### config.mk
export PLATFORM = sky130hd
export DESIGN_NAME = flash_block_reader_flat
export DESIGN_NICKNAME = d
export VERILOG_FILES = /design/src/rtl/flash_block_reader_if.sv /design/src/rtl/flash_block_reader.sv /design/src/flat_wrapper.sv
export SDC_FILE = /design/constraint.sdc
export NUM_CORES = 1
export LEC_CHECK = 0
export ABC_AREA = 1
export BUFFER_PORTS_ARGS = -buffer_cell sky130_fd_sc_hd__buf_4
export CORE_ASPECT_RATIO = 1.1
export CORE_MARGIN = 4
export CORE_UTILIZATION = 50
export CTS_BUF_LIST = sky130_fd_sc_hd__clkbuf_2 sky130_fd_sc_hd__clkbuf_4 sky130_fd_sc_hd__clkbuf_8
export CTS_CLUSTER_DIAMETER = 100
export CTS_CLUSTER_SIZE = 12
export DETAILED_ROUTE_END_ITERATION = 7
export GPL_TIMING_DRIVEN = 1
export HOLD_SLACK_MARGIN = 0.03
export PLACE_DENSITY = 0.73
export SLEW_MARGIN = 40
export SYNTH_ARGS = -nofsm -noshare
export SYNTH_HDL_FRONTEND = slang
export SYNTH_SLANG_ARGS = --single-unit
### constraint.sdc
create_clock -name clk_i -period 2.6 [get_ports clk_i]
set_clock_uncertainty 0.15 [all_clocks]
set_input_delay 0.13 -clock clk_i [delete_from_list [all_inputs] [get_ports clk_i]]
set_output_delay 0.13 -clock clk_i [all_outputs]
set_load 0.05 [all_outputs]
### src/rtl/flash_block_reader_if.sv
// Bus bundle for flash_block_reader: byte-read requests toward the SPI flash
// wrapper and the packed 32-bit word stream toward the parsing stages.
interface flash_block_reader_if #(
   parameter int ADDR_W = 24
);
   logic              mem_valid;
   logic [ADDR_W-1:0] mem_addr;
   logic              mem_ready;
   logic [7:0]        mem_rdata;

   logic              m_valid;
   logic              m_ready;
   logic [31:0]       m_data;
   logic [3:0]        m_keep;
   logic              m_last;

   modport master (
      output mem_valid, mem_addr, m_valid, m_data, m_keep, m_last,
      input  mem_ready, mem_rdata, m_ready
   );

   modport slave (
      input  mem_valid, mem_addr, m_valid, m_data, m_keep, m_last,
      output mem_ready, mem_rdata, m_ready
   );
endinterface

### src/rtl/flash_block_reader.sv
// Fetches len bytes from flash at base, one wrapper request per byte, and
// streams them out packed little-endian into 32-bit words with keep/last.
module flash_block_reader #(
   parameter int ADDR_W = 24,
   parameter int LEN_W  = 16
) (
   input  logic                 clk_i,
   input  logic                 rst_i,
   input  logic                 start_i,
   input  logic [ADDR_W-1:0]    base_addr_i,
   input  logic [LEN_W-1:0]     len_i,
   output logic                 busy_o,
   output logic                 done_o,
   flash_block_reader_if.master bus
);

   typedef enum logic [2:0] {IDLE, REQ, STALL, DRAIN, DONE} state_t;

   state_t           state;
   logic [LEN_W-1:0] remaining;
   logic [1:0]       idx;
   logic [31:0]      pack;
   logic [3:0]       pend_keep;
   logic             pend_last;

   logic [31:0]      word_next;
   logic [3:0]       keep_next;
   logic             last_byte;
   logic             word_done;
   logic             out_accept;
   logic             out_free;

   always_comb begin
      // NOTE: every always_comb output gets a default before any conditional
      // assignment, so no path can leave it unassigned and infer a latch.
      word_next = pack;
      word_next[8*idx +: 8] = bus.mem_rdata;
      keep_next = 4'b1111;
      case (idx)
         2'd0:    keep_next = 4'b0001;
         2'd1:    keep_next = 4'b0011;
         2'd2:    keep_next = 4'b0111;
         default: keep_next = 4'b1111;
      endcase
   end

   assign last_byte  = (remaining == LEN_W'(1));
   assign word_done  = (idx == 2'd3) || last_byte;
   assign out_accept = bus.m_valid && bus.m_ready;
   assign out_free   = !bus.m_valid || bus.m_ready;

   always_ff @(posedge clk_i) begin
      if (rst_i) begin
         state         <= IDLE;
         remaining     <= '0;
         idx           <= '0;
         pack          <= '0;
         pend_keep     <= '0;
         pend_last     <= 1'b0;
         busy_o        <= 1'b0;
         done_o        <= 1'b0;
         bus.mem_valid <= 1'b0;
         bus.mem_addr  <= '0;
         bus.m_valid   <= 1'b0;
         bus.m_data    <= '0;
         bus.m_keep    <= '0;
         bus.m_last    <= 1'b0;
      end else begin
         // NOTE: all state here uses non-blocking assignments; the later
         // assignment in this block wins, which lets a load override the
         // default clear of m_valid on acceptance without a bubble.
         done_o <= 1'b0;
         if (out_accept) begin
            bus.m_valid <= 1'b0;
         end

         case (state)
            IDLE: begin
               busy_o <= start_i;
               if (start_i) begin
                  bus.mem_addr <= base_addr_i;
                  remaining    <= len_i;
                  idx          <= '0;
                  pack         <= '0;
                  state        <= (len_i == '0) ? DONE : REQ;
               end
            end

            REQ: begin
               if (!bus.mem_valid) begin
                  bus.mem_valid <= 1'b1;
               end else if (bus.mem_ready) begin
                  bus.mem_valid <= 1'b0;
                  bus.mem_addr  <= bus.mem_addr + ADDR_W'(1);
                  remaining     <= remaining - LEN_W'(1);
                  idx           <= idx + 2'd1;
                  if (!word_done) begin
                     pack <= word_next;
                  end else if (out_free) begin
                     bus.m_data  <= word_next;
                     bus.m_keep  <= keep_next;
                     bus.m_last  <= last_byte;
                     bus.m_valid <= 1'b1;
                     pack        <= '0;
                     if (last_byte) begin
                        state <= DRAIN;
                     end
                  end else begin
                     // Output register still occupied: park the finished word.
                     pack      <= word_next;
                     pend_keep <= keep_next;
                     pend_last <= last_byte;
                     state     <= STALL;
                  end
               end
            end

            STALL: begin
               if (out_free) begin
                  bus.m_data  <= pack;
                  bus.m_keep  <= pend_keep;
                  bus.m_last  <= pend_last;
                  bus.m_valid <= 1'b1;
                  pack        <= '0;
                  state       <= pend_last ? DRAIN : REQ;
               end
            end

            DRAIN: begin
               if (out_accept) begin
                  state <= DONE;
               end
            end

            DONE: begin
               done_o <= 1'b1;
               state  <= IDLE;
            end

            default: state <= IDLE;
         endcase
      end
   end

endmodule

### src/flat_wrapper.sv
// flat-port wrapper written by rule: the top's interface ports become plain ports
module flash_block_reader_flat 
#(
   parameter int ADDR_W = 24,
   parameter int LEN_W  = 16
)
  (clk_i, rst_i, start_i, base_addr_i, len_i, busy_o, done_o, bus_mem_valid, bus_mem_addr, bus_m_valid, bus_m_data, bus_m_keep, bus_m_last, bus_mem_ready, bus_mem_rdata, bus_m_ready);
  flash_block_reader_if #(.ADDR_W(ADDR_W)) bus_i ();
  input  logic clk_i;
  input  logic rst_i;
  input  logic start_i;
  input  logic [ADDR_W-1:0] base_addr_i;
  input  logic [LEN_W-1:0] len_i;
  output logic busy_o;
  output logic done_o;
  output wire logic [$bits(bus_i.mem_valid)-1:0] bus_mem_valid;
  output wire logic [$bits(bus_i.mem_addr)-1:0] bus_mem_addr;
  output wire logic [$bits(bus_i.m_valid)-1:0] bus_m_valid;
  output wire logic [$bits(bus_i.m_data)-1:0] bus_m_data;
  output wire logic [$bits(bus_i.m_keep)-1:0] bus_m_keep;
  output wire logic [$bits(bus_i.m_last)-1:0] bus_m_last;
  input wire logic [$bits(bus_i.mem_ready)-1:0] bus_mem_ready;
  input wire logic [$bits(bus_i.mem_rdata)-1:0] bus_mem_rdata;
  input wire logic [$bits(bus_i.m_ready)-1:0] bus_m_ready;
  assign bus_mem_valid = bus_i.mem_valid;
  assign bus_mem_addr = bus_i.mem_addr;
  assign bus_m_valid = bus_i.m_valid;
  assign bus_m_data = bus_i.m_data;
  assign bus_m_keep = bus_i.m_keep;
  assign bus_m_last = bus_i.m_last;
  assign bus_i.mem_ready = bus_mem_ready;
  assign bus_i.mem_rdata = bus_mem_rdata;
  assign bus_i.m_ready = bus_m_ready;
  flash_block_reader #(.ADDR_W(ADDR_W), .LEN_W(LEN_W)) u_core (.clk_i(clk_i), .rst_i(rst_i), .start_i(start_i), .base_addr_i(base_addr_i), .len_i(len_i), .busy_o(busy_o), .done_o(done_o), .bus(bus_i));
endmodule
==> results by group, run 1 <==
Outcome
  – Status: complete, no violations

CTS
  – Maximum clock path buffer count: 2
  – Root buffer selected by CTS: clkbuf_8
  – Number of H-tree levels: 4
  – Post-CTS setup repair buffer count: 0
  – Clock transition at path regs: 0.07 ns
  – # clock sinks: 123
  – Clock tree from TritonCTS: built
  – Number of CTS-inserted buffers: 17
  – Insertion delay to the later sink of the worst-skew pair: 0.45 ns

Detailed routing
  – Final antenna-violating net count: 0
  – Vias/cell: 5.26
  – Total iterations of the first detailed-routing run: 5
  – Total Routed Length: 20300 um
  – Drt initial violations: 576
  – Final routed DRC violation total: 0
  – Total number of vias: 7806
  – WL/cell: 13.7 um

Worst hold path
  – Class of the tightest hold or removal check: in2reg

Setup path
  – Required time of the critical path: 2.83 ns
  – Arrival time of data at the critical path endpoint: 2.68 ns
  – Worst path cell trace: nor2_2 > nand2_2 > buf_4 > nor2_1 > a21oi_4 > a21oi_1 > dlygate4sd3_1 > a21oi_1
  – Class of the most critical setup path: reg2reg
  – Nature of the critical path startpoint: flop
  – Crit Path Max Fanout: 47
  – Max stage delay on crit path: 0.57 ns
  – Most frequent CP cell: a21oi_1
  – Highest-delay cell along the critical path: dlygate4sd3_1
  – Kind of end point of the critical path: flop

Floorplanning
  – Initial core utilization: 51.1%
  – Area of the placeable core: 13800 um^2
  – Number of primary I/O pins: 118
  – Die outline area: 16100 um^2
  – Die height: 133 um
  – Floorplan die width: 121 um
  – Number of rows created at floorplan: 45

Power and ir drop
  – Peak supply drop: 0.416 mV
  – Power density over the cells: 667 nW/um^2
  – Leakage power summed over all cells: 3.96 nW

Cells and area
  – Number of fillers in the final layout: 1282
  – Layout Cell Area excl Fill: 9060 um^2
  – Fraction of layout cells with a size suffix above 1: 14.9%
  – Leading cell types in the layout, fill and taps excluded: 310 x nand2_1, 152 x nor2_1, 133 x buf_4
  – Reg area: 2460 um^2
  – Ant diodes: 0
  – Footprint of the multi-input gates: 3910 um^2
  – Post-synthesis to final-layout area growth: 28.5%
  – Most frequent standard cell in the layout excluding fill and tap cells: nand2_1
  – Post-layout nets: 1347

Placed design
  – Placer congestion estimate: 0.914
  – Dpl hpwl: 13400 um
  – Quantity of I/O buffers inserted on ports: 117
  – Post-Place Cell Area: 8080 um^2

Timing
  – Fmax: 408 MHz
  – Portion of the clock cycle consumed by the worst path in the final layout: 94.3%
  – Number of setup violations in the final report: 0
  – Time the worst path needs with I/O delays and setup: 2.45 ns
  – Final Max Tran Viols: 0
  – Setup repair after global routing missed its margin: false
  – Relative slew margins: 52.3%
  – Pin slew with the least headroom to its limit: 0.713 ns
  – Hold Violations, Final: 0
  – Smallest hold slack: 0.0849 ns
  – Sum of negative setup slack: 0 ns

Run
  – Max-cap viol count: 0

Yosys
  – Basic-gate share of the synthesized area counting and, or, nand and nor cells: 35.3%
  – Distinct cells, synth: 37
  – Total nets after synthesis: 1202
  – Yosys warnings: 0
  – Mux contribution to synthesized area: 0%
  – Share of the synthesized area in compound gates (AO/OA/AOI/OAI): 16.8%
  – Number of synthesized register bits: 123
  – XOR/XNOR Fraction of Synth Area: 1.49%
  – Area of the mapped netlist: 7050 um^2
  – Cells after Synth: 1139
  – Largest family of logic cells by synthesized area: simple AND/OR/NAND/NOR gates
  – Adder-cell share of the synthesized area: 1.77%
  – Sequential-to-total area share from yosys stat: 34.9%
  – Average size of a mapped cell: 6.19 um^2

GRT
  – Overflow left after global routing: 0
  – Global-route wire length before repair: 33100 um
  – Maximum number of pins on one net before global-route repair: 72
  – Global Route Usage Sum: 24.9%
  – Number of global-route vias before repair: 7085
  – Antenna violations before repair: 0
==> synth_stat cells <==
cell        n  area share [%]
a21boi_0    1            0.11
nand3_1    83             5.9
o22ai_1    18             1.6
nand3b_1    2            0.21
inv_2       6            0.32
or2_1       7            0.62
nand3_4     2            0.50
or2_2      10            0.89
ha_1       10             1.8
clkbuf_1   30             1.6
a211oi_1    5            0.53
dfxtp_1   123              35
nand2_2     1           0.089
o21ai_1    11            0.78
nor3b_1     1            0.11
a21oi_2     1            0.12
xor2_1      7            0.87
xnor2_1     5            0.62
nor3_1      6            0.43
a21oi_1   110             7.8
nand2_1   310              17
buf_2      25             1.8
o21ai_2     2            0.25
clkbuf_2    1           0.071
nor2_4      1            0.16
nand4_1    15             1.3
a31oi_1     5            0.44
nor2_1    152             8.1
buf_1       4            0.21
and2_1      1           0.089
o21ai_0    69             4.9
o21a_1      1            0.11
clkinv_1    1           0.053
inv_1     108             5.8
nor4_1      1           0.089
nor2_2      3            0.27
o31ai_1     1            0.11
==> power breakdown <==
part,total (mW),switching [mW],internal [mW],leakage (nW)
clock,1.98,0.752,1.23,0.242
sequential,2.19,0.152,2.04,1.00
combinational,1.87,1.25,0.623,2.72
==> area by class of cell <==
type	instances	area share [%]
multi-input combinational	841	43.2
timing repair buffer	186	17.1
clock inverter	6	1.44
tap	188	2.60
clock buffer	25	3.73
inverter	115	4.76
sequential	123	27.2
==> sequential cells by signal (all words and copies together), names as in the netlist <==
signal,cells
u_core.idx,2
u_core.pend_last,1
u_core.bus.m_last,1
u_core.remaining,16
u_core.state,3
u_core.bus.mem_addr,24
u_core.bus.m_data,32
u_core.pack,32
u_core.bus.m_valid,1
u_core.done_o,1
u_core.pend_keep,4
u_core.busy_o,1
u_core.bus.m_keep,4
u_core.bus.mem_valid,1
==> cell families (layout without fill, tap and decap cells) <==
kind of cell,after synthesis,in the layout
xor+xnor,12,12
simple gates,595,595
flops,123,123
buf+inv,175,332
fa+ha+maj,10,10
compound gates,224,224
==> metrics by stage <==
step | cells | total power, mW | setup WS (ns) | util (%)
after global placement | 1402 | 4.01 | 0.306 | 58.5
after floorplan | 1139 | 3.51 | 0.530 | -
after CTS | 1484 | 6.07 | 0.167 | 65.7
final | 1484 | 6.05 | 0.147 | 65.7
after detailed placement | 1402 | 4.03 | 0.245 | 58.6
after global routing | 1484 | 6.36 | 0.00191 | 65.7
==> final timing paths <==
path	from	end	slack [ns]	cells after the start
worst max-delay path	u_core.state[2]	u_core.bus.mem_addr[5]	0.15	8
worst min-delay path	bus_mem_ready	u_core.bus.mem_valid	0.08	4
worst max register to register	u_core.state[2]	u_core.bus.mem_addr[5]	0.15	8
worst min register to register	u_core.pend_keep[3]	u_core.pend_keep[3]	0.30	2
==> layer usage <==
| layer | up-vias | global-route usage, % | routed length [um] |
|---|---|---|---|
| li1 | 3954 | - | - |
| met2 | 270 | 42.1 | 9830 |
| met4 | 0 | 9.59 | 569 |
| met3 | 52 | 5.47 | 1310 |
| met1 | 3530 | 30.9 | 8560 |
| met5 | - | 0 | 0 |
==> critical path: cells and delay by family, from the launching register on <==
kind                   cells  cell delay [ns]
flip-flops                 1             0.41
buffers and inverters      2             1.00
AND/OR/NAND/NOR            3             0.34
AO/OA/AOI/OAI              3             0.48
==> what timing repair did <==
action | CTS | global route
endpoints found under the setup margin | 0 | 8
hold buffers | 51 | 0
resized for setup | 0 | 1
hold endpoints to repair | 66 | 0
No activity file was read; power rests on OpenSTA's default activity.
==> run 2, diff against run 1 <==
Settings changed: CELL_PAD_IN_SITES_DETAIL_PLACEMENT set to 1, CELL_PAD_IN_SITES_GLOBAL_PLACEMENT set to 2, CORE_UTILIZATION 50 to 31, PLACE_DENSITY 0.73 to 0.84.
==> run 2 against run 1 <==
  * Maximum frequency rose by 4.6%
  * Wire length rose by 23%
  * Clock power fell by 3%
  * Critical path type unchanged
  * Critical endpoint is now u_core.remaining[13]
==> results by group, run 2 (same netlist as run 1, synthesis figures left out) <==
Cells and area
  – Most frequent standard cell in the layout excluding fill and tap cells: nand2_1
  – Layout Cell Area excl Fill: 9240 um^2
  – Number of fillers in the final layout: 2966
  – Leading cell types in the layout, fill and taps excluded: 310 x nand2_1, 151 x nor2_1, 138 x buf_4
  – Post-layout util: 41.5%
  – Top flop regs: u_core.bus.m_data x32, u_core.pack x32, u_core.bus.mem_addr x24
  – Fraction of layout cells with a size suffix above 1: 15.4%
  – Post-synthesis to final-layout area growth: 31.0%
  – Ant diodes: 0
  – Post-layout nets: 1355

Setup path
  – Highest-delay cell along the critical path: dlygate4sd3_1
  – Max stage delay on crit path: 0.56 ns
  – Required time of the critical path: 2.79 ns
  – Most frequent CP cell: nor2_2
  – WP depth: 10
  – Class of the most critical setup path: reg2reg
  – Kind of end point of the critical path: flop
  – Worst path cell trace: nor2_2 > nand2_2 > buf_4 > nor2_2 > a21oi_4 > buf_12 > nor2_1 > nand2_1 > a21oi_1 > dlygate4sd3_1
  – Number of cells on the worst reg-to-reg path: 10
  – Arrival time of data at the critical path endpoint: 2.54 ns
  – Worst Path Buf+Inv: 3
  – Nature of the critical path startpoint: flop
  – Crit Path Max Fanout: 37
  – Cell family with most CP delay: buffers and inverters

Floorplanning
  – Floorplan die width: 152 um
  – Initial core utilization: 31.7%
  – Die height: 166 um
  – Die outline area: 25200 um^2
  – Number of primary I/O pins: 118
  – Area of the placeable core: 22300 um^2
  – Number of rows created at floorplan: 57

CTS
  – Number of H-tree levels: 4
  – Root buffer selected by CTS: clkbuf_8
  – # clock sinks: 123
  – Post-CTS setup repair buffer count: 0
  – Maximum clock path buffer count: 2
  – Clock tree from TritonCTS: built
  – Clock transition at path regs: 0.08 ns
  – Insertion delay to the later sink of the worst-skew pair: 0.45 ns
  – Number of CTS-inserted buffers: 17

GRT
  – Global Route Usage Sum: 19.9%
  – Overflow left after global routing: 0
  – Number of global-route vias before repair: 7950
  – Antenna violations before repair: 0
  – Global-route wire length before repair: 40600 um
  – Maximum number of pins on one net before global-route repair: 50

Detailed routing
  – Total Routed Length: 24900 um
  – Total number of vias: 7798
  – Total iterations of the first detailed-routing run: 4
  – Vias/cell: 4.88
  – WL/cell: 15.6 um
  – Final routed DRC violation total: 0
  – Drt initial violations: 354
  – Final antenna-violating net count: 0

Timing
  – Portion of the clock cycle consumed by the worst path in the final layout: 90.2%
  – Number of setup violations in the final report: 0
  – Time the worst path needs with I/O delays and setup: 2.35 ns
  – Pin slew with the least headroom to its limit: 0.497 ns
  – Sum of negative setup slack: 0 ns
  – Smallest hold slack: 0.0689 ns
  – Fmax: 426 MHz
  – Hold Violations, Final: 0
  – Setup repair after global routing missed its margin: false
  – Relative slew margins: 66.8%
  – Final Max Tran Viols: 0

Power and ir drop
  – Net Sw Frac: 37.0%
  – Clock network fraction of design power: 31.7%
  – Portion of total power attributed to sequential cells: 36.1%
  – Peak supply drop: 0.320 mV
  – Leakage power summed over all cells: 4.00 nW
  – Internal power component: 3.83 mW
  – Net Sw Power: 2.25 mW
  – Combinational cell fraction of total power: 32.2%
  – Power density over the cells: 658 nW/um^2

Run
  – Max-cap viol count: 0

Placed design
  – Quantity of I/O buffers inserted on ports: 117
  – Post-Place Cell Area: 8270 um^2
  – Dpl hpwl: 17300 um
  – Placer congestion estimate: 0.801

Worst hold path
  – Class of the tightest hold or removal check: in2reg
  – Cell count of the worst hold path: 5

Outcome
  – Status: complete, no violations
==> run 2: what timing repair did <==
action                                  4_1_cts  5_1_grt
gates resized for setup                       0        2
endpoints found under the hold margin        68        0
endpoints found under the setup margin        0        3
hold buffers                                 52        0
==> run 2: worst reg2reg max path, delay by kind of cell, from the launching register on <==
kind | cells | cell delay (ns)
buf+inv | 3 | 1.00
flops | 1 | 0.40
simple gates | 5 | 0.42
compound gates | 2 | 0.27
==> run 2: stage by stage <==
step | power, mW | worst slack, ns | cells
4_1_cts | 6.16 | 0.151 | 1599
2_1_floorplan | 3.51 | 0.530 | 1139
5_1_grt | 6.44 | 0.0575 | 1599
3_5_place_dp | 4.14 | 0.343 | 1516
6_report | 6.08 | 0.255 | 1599
3_3_place_gp | 4.12 | 0.343 | 1516
==> run 2: worst paths after layout <==
| check | from | end | slack, ns |
|---|---|---|---|
| max | u_core.state[2] | u_core.remaining[13] | 0.25 |
| min | bus_mem_rdata[1] | u_core.pack[17] | 0.07 |
| max reg2reg | u_core.state[2] | u_core.remaining[13] | 0.25 |
| min reg2reg | u_core.pend_keep[2] | u_core.pend_keep[2] | 0.30 |
==> run 2: cell type report <==
| class | instances | area [um^2] | area share [%] |
|---|---|---|---|
| Clock buffer | 24 | 299 | 3.24 |
| Sequential cell | 123 | 2460 | 26.7 |
| Timing Repair Buffer | 194 | 1630 | 17.6 |
| Multi-Input combinational cell | 841 | 3910 | 42.3 |
| Inverter | 115 | 432 | 4.67 |
| Tap cell | 295 | 369 | 4.00 |
| Clock inverter | 7 | 139 | 1.50 |
==> run 2: layer usage <==
layer,GRT usage [%],share of wire [%],routed length (um)
met5,0,0,0
met4,5.31,1.3,332
met3,3.11,3.7,926
met2,35.5,50,12600
met1,24.7,45,11100
==> run 2: power by group through the flow <==
stage,Sequential (mW),Combinational (mW),Clock [mW]
final,2.20,1.96,1.93
after global routing,2.22,2.16,2.06
after CTS,2.20,1.97,1.99
after detailed placement,2.24,1.90,0
after global placement,2.24,1.88,0
after floorplan,2.59,0.915,0
